File: src/rtl/usr_write_arbiter.sv
// Round-robin write arbiter that owns access to a user-locked register for one requester at a time.
// Optional forced release after MAX_HOLD owner cycles is enabled by defining USR_ARB_TIMEOUT_EN.
module usr_write_arbiter #(
    parameter int unsigned MAX_HOLD = 16,
    parameter logic [1:0]  PARK_ID  = 2'h0
) (
    input  logic        clk,
    input  logic        rst_n,
    input  logic [3:0]  req,
    input  logic [3:0]  wr_en,
    input  logic [31:0] wr_data,
    output logic [3:0]  gnt,
    output logic [1:0]  usr_id,
    output logic [7:0]  data_in,
    output logic [7:0]  viol_cnt,
    output logic        revoked
);

    localparam int unsigned N_REQ    = 4;
    localparam int unsigned VIOL_W   = 8;
    localparam logic [VIOL_W-1:0] VIOL_MAX = 8'hFF;

    if (MAX_HOLD < 2 || MAX_HOLD > 255) begin : g_bad_hold
        $error("usr_write_arbiter: MAX_HOLD must be in 2..255");
    end

    typedef enum logic [1:0] {
        IDLE = 2'd0,
        OWN  = 2'd1,
        TURN = 2'd2
    } state_e;

    state_e              state_q, state_d;
    logic [N_REQ-1:0]    gnt_q, gnt_d;
    logic [1:0]          usr_id_q, usr_id_d;
    logic [7:0]          data_q, data_d;
    logic [VIOL_W-1:0]   viol_q, viol_d;
    logic [1:0]          last_q, last_d;
    logic [1:0]          pick_c;
    logic [1:0]          cand_c;
    logic                found_c;
    logic                viol_hit_c;
    logic                timeout_c;
    logic [N_REQ-1:0]    owner_oh_c;

`ifdef USR_ARB_TIMEOUT_EN
    localparam logic [7:0] HOLD_LAST = 8'(MAX_HOLD - 1);
    logic [7:0] hold_q, hold_d;
    logic       revoked_q, revoked_d;
`endif

    // Round-robin search starting just after the previous owner
    always_comb begin
        pick_c  = last_q;
        cand_c  = last_q;
        found_c = 1'b0;
        for (int k = 1; k <= 4; k++) begin
            cand_c = last_q + 2'(k);
            if (!found_c && req[cand_c]) begin
                pick_c  = cand_c;
                found_c = 1'b1;
            end
        end
    end

    always_comb begin
        state_d    = state_q;
        gnt_d      = gnt_q;
        usr_id_d   = PARK_ID;
        data_d     = data_q;
        last_d     = last_q;
        viol_hit_c = 1'b0;
        owner_oh_c = 4'b0001 << last_q;
`ifdef USR_ARB_TIMEOUT_EN
        timeout_c  = (state_q == OWN) && (hold_q == HOLD_LAST);
        hold_d     = (state_q == OWN) ? hold_q + 8'd1 : 8'd0;
        revoked_d  = revoked_q | timeout_c;
`else
        timeout_c  = 1'b0;
`endif

        case (state_q)
            IDLE: begin
                viol_hit_c = |wr_en;
                if (|req) begin
                    state_d = OWN;
                    gnt_d   = 4'b0001 << pick_c;
                    last_d  = pick_c;
                end
            end
            OWN: begin
                viol_hit_c = |(wr_en & ~owner_oh_c);
                if (timeout_c) begin
                    // Forced release: the owner's write this cycle is discarded and counted
                    state_d    = TURN;
                    gnt_d      = '0;
                    viol_hit_c = viol_hit_c | wr_en[last_q];
                end else begin
                    if (wr_en[last_q]) begin
                        usr_id_d = last_q;
                        data_d   = wr_data[{last_q, 3'b000} +: 8];
                    end
                    if (!req[last_q]) begin
                        state_d = TURN;
                        gnt_d   = '0;
                    end
                end
            end
            TURN: begin
                viol_hit_c = |wr_en;
                state_d    = IDLE;
                gnt_d      = '0;
            end
            default: begin
                state_d = IDLE;
                gnt_d   = '0;
            end
        endcase

        viol_d = (viol_hit_c && (viol_q != VIOL_MAX)) ? viol_q + 8'd1 : viol_q;
    end

    always_ff @(posedge clk or negedge rst_n) begin
        if (!rst_n) begin
            state_q  <= IDLE;
            gnt_q    <= '0;
            usr_id_q <= PARK_ID;
            data_q   <= '0;
            viol_q   <= '0;
            last_q   <= 2'd3;
        end else begin
            state_q  <= state_d;
            gnt_q    <= gnt_d;
            usr_id_q <= usr_id_d;
            data_q   <= data_d;
            viol_q   <= viol_d;
            last_q   <= last_d;
        end
    end

`ifdef USR_ARB_TIMEOUT_EN
    always_ff @(posedge clk or negedge rst_n) begin
        if (!rst_n) begin
            hold_q    <= '0;
            revoked_q <= 1'b0;
        end else begin
            hold_q    <= hold_d;
            revoked_q <= revoked_d;
        end
    end
    assign revoked = revoked_q;
`else
    assign revoked = 1'b0;
`endif

    assign gnt      = gnt_q;
    assign usr_id   = usr_id_q;
    assign data_in  = data_q;
    assign viol_cnt = viol_q;

endmodule

File: config.mk
export PLATFORM = sky130hd
export DESIGN_NAME = usr_write_arbiter
export DESIGN_NICKNAME = d
export VERILOG_FILES = /design/src/rtl/usr_write_arbiter.sv
export SDC_FILE = /design/constraint.sdc
export NUM_CORES = 1
export LEC_CHECK = 0
export BUFFER_PORTS_ARGS = -buffer_cell sky130_fd_sc_hd__buf_2
export CAP_MARGIN = 20
export CELL_PAD_IN_SITES_DETAIL_PLACEMENT = 1
export CELL_PAD_IN_SITES_GLOBAL_PLACEMENT = 1
export CORE_UTILIZATION = 25
export DETAILED_ROUTE_END_ITERATION = 10
export PLACE_DENSITY = 0.57
export SYNTH_ARGS = -nofsm -noshare
export SYNTH_HDL_FRONTEND = slang
export SYNTH_SLANG_ARGS = --single-unit
export TNS_END_PERCENT = 50
File: constraint.sdc
create_clock -name clk -period 2.55 [get_ports clk]
set_clock_uncertainty 0.15 [all_clocks]
set_input_delay 0 -clock clk [delete_from_list [all_inputs] [get_ports clk]]
set_output_delay 0 -clock clk [all_outputs]
set_load 0.005 [all_outputs]
==> key figures <==
Worst setup path
  – Critical Path Source Type: flip-flop
  – Worst reg2reg startpoint: last_q[1]$_DFFE_PN1P_
  – Crit path DAT: roughly 2.4 ns
  – Crit path required time: roughly 2.6 ns
  – Worst Setup End Kind: flip-flop
  – CP max FO: 5
  – Register-to-Register Path Depth: 7
  – Reg-to-reg endpoint: gnt[3]$_DFFE_PN0P_
  – Worst reg2reg setup slack: approximately 0.21 ns
  – Crit Path Class: reg2reg

Placed design
  – Post-Place Cell Area: about 2100 µm²
  – DP HPWL: about 3.2 mm
  – Port buffer count: 63
  – Placer congestion estimate: between 0.8 and 0.9
  – DP Cell Count: 271

Detailed routing
  – Drt wl/cell: 14.51 µm
  – DRC: 0
  – Via density: around 4.8
  – Via count: around 1300
  – Antenna Nets Post-Route: 0
  – DR iter-0 viols: 33
  – Final wirelength: between 4 and 5 mm
  – DR pass1 iterations: 4

Timing
  – Final period util: 0.9173
  – Setup TNS: 0 ns
  – Final hold slack: around 0.0067 ns
  – Slew margin rel.: 0.5853
  – Fmax: about 430 MHz
  – Crit path time final: between 2 and 2.5 ns
  – Max-slew violations: 0
  – Hold Violations, Final: 0
  – RSZ-0062 raised after global routing: no
  – Worst-margin pin slew: between 0.6 and 0.7 ns
  – Final setup violation count: 0

Power
  – Peak supply drop: ~0.51 mV
  – Tot Pwr: about 2.6 mW
  – PwrDens: 1224 nW/µm²
  – Leak: 0.9891 nW

Clock tree
  – CTS Buf Count: 3
  – H-tree depth: 1
  – CTS tree: done
  – Post-CTS setup buffer count: 0
  – Clk buf depth: 2
  – Cts repair resizes: 0
  – Reg clk slew, reported paths: roughly 0.1 ns
  – CTS root buf: clkbuf_8
  – CTS sink cnt: 26
  – Skew-Pair Late Insertion Delay: approximately 0.28 ns

Logic synthesis
  – Post-synthesis register bit count: 26
  – Synthesis Warnings: 0
  – Post-synth net total: approximately 180
  – Post-Synthesis Cells: roughly 130
  – Sequential share of the synthesized area: 0.3994
  – Syn avg cell area: 12.48 µm²
  – Post-synth cell types: 37
  – Mapped cell area: ~1600 µm²

Die
  – Num ports: between 60 and 70
  – Initial Util: 0.2575
  – Die area: approximately 6900 µm²
  – Die Wd: between 80 and 90 µm
  – Die H: between 80 and 90 µm
  – Row count: 29
  – Total core area: between 6000 and 7000 µm²

Outcome
  – Status: finished, final reports clean

Global route
  – Vias in the first global route: 1400
  – First-pass GRT wire length: 6.893 mm
  – Global Route Usage Sum: 0.1253
  – Grt total ovfl: 0
  – Antenna violations before repair: 0
  – Pin count of the biggest net entering global routing: 27

Final layout
  – Most frequent cells in the layout: buf_2 (63), dfrtp_1 (24), mux2_2 (13)
  – Fillers: around 740
  – Ant diodes: 0
  – Synthesis-to-layout area growth: 30.60%
  – Seq. cell area: 653.1 µm²
  – Most common cell after layout, fill and taps aside: buf_2
  – Share of layout cells above drive strength 1: 0.5274
  – Area of the multi-input gates: between 900 and 1000 µm²
  – Final Net Count: ~250
  – Final instance area: ~2100 µm²
  – Final std cells w/o fill: around 280

Run
  – Max cap viols: 0

Hold path
  – Hold Path Class: in2reg
  – Worst Hold Path EP: data_in[7]$_DFFE_PN0P_
  – Worst Hold Launch: wr_data[31]
  – Hold path depth: 3
==> cell type report <==
cell class / instances / share of cell area
timing repair buffer: 72 / 0.1828
tap: 77 / 0.04511
sequential: 26 / 0.3058
clock buffer: 4 / 0.02578
inverter: 6 / 0.01054
multi-input combinational: 93 / 0.4300
==> worst max path at each step <==
| stage | from | endpoint | slack (ns) | cells after the start |
|---|---|---|---|---|
| floorplan | last_q[0]$_DFFE_PN1P_ | gnt[3]$_DFFE_PN0P_ | 0.01 | 9 |
| global placement | last_q[1]$_DFFE_PN1P_ | gnt[3]$_DFFE_PN0P_ | 0.27 | 7 |
| detailed placement | last_q[0]$_DFFE_PN1P_ | gnt[1]$_DFFE_PN0P_ | 0.22 | 5 |
| CTS | last_q[1]$_DFFE_PN1P_ | gnt[3]$_DFFE_PN0P_ | 0.21 | 7 |
| global route | last_q[0]$_DFFE_PN1P_ | last_q[0]$_DFFE_PN1P_ | 0.06 | 6 |
| finish | last_q[1]$_DFFE_PN1P_ | gnt[3]$_DFFE_PN0P_ | 0.21 | 7 |
==> kinds of logic after synthesis <==
group           Yosys count  synth area share
mux                      28            0.2800
flops                    26            0.3994
xor+xnor                  8           0.04284
compound gates           16           0.07957
simple gates             35            0.1109
fa+ha+maj                 5           0.03826
other cells               1          0.002293
buf+inv                  12           0.04667
==> sequential cells by signal (all words and copies together) (netlist names) <==
name,count
data_in,8
viol_cnt,8
state_q,2
gnt,4
usr_id,2
last_q,2
==> Yosys cell counts (all sizes together) <==
cell type  count  area [µm²]
nand2          6       22.52
or3            1       6.260
nor3           3       15.01
conb           1       3.750
mux4          12       281.5
a41oi          1       8.760
o21ai          1       5.000
mux2          13       146.4
o22ai          1       6.260
clkbuf         1       13.76
nand2b         5       31.28
inv            6       22.52
a21oi          4       23.77
a32o           3       32.53
nor2           9       33.78
o31ai          3       27.52
o2bb2ai        1       8.760
nor4           4       25.02
dfstp          2       52.55
a32oi          1       8.760
ha             5       62.56
nor2b          3       26.27
mux2i          3       30.03
dfrtp         24       600.6
buf            5       40.04
and2           1       6.260
a31o           1       8.760
nand3          3       15.01
xnor2          4       35.03
xor2           4       35.03
==> metrics by stage <==
step	worst slack, ns	util
2_1_floorplan	0.01278	-
3_3_place_gp	0.2682	0.3230
3_5_place_dp	0.2176	0.3230
4_1_cts	0.2075	0.3364
5_1_grt	0.06386	0.3364
6_report	0.2110	0.3364
==> power breakdown <==
part	switching [mW]	internal (mW)	total [mW]	leakage (nW)
combinational	0.737	0.831	1.57	0.649
sequential	0.147	0.621	0.768	0.311
clock	0.140	0.138	0.279	0.0288
total	1.02	1.59	2.61	0.989
==> routing by layer <==
metal	wire, µm	vias to the layer above	track usage	part of all wire
li1	-	630	-	-
met1	1735	659	0.1528	0.43
met2	2113	32	0.2213	0.52
met3	141	4	0.02883	0.035
met4	43	0	0.03292	0.011
met5	0	-	0	0
==> timing repair <==
item,in CTS,in global routing
hold endpoints to repair,27,0
setup endpoints to repair,0,0
hold buffers,3,0
==> critical path, stage by stage, from the launching register on <==
cell	delay, ns
dfstp_2	0.60
inv_1	0.10
ha_4	0.30
mux4_2	0.36
a21oi_2	0.12
o22ai_1	0.10
a32o_2	0.25
a32o_1	0.25
(Power assumes the default switching activity.)
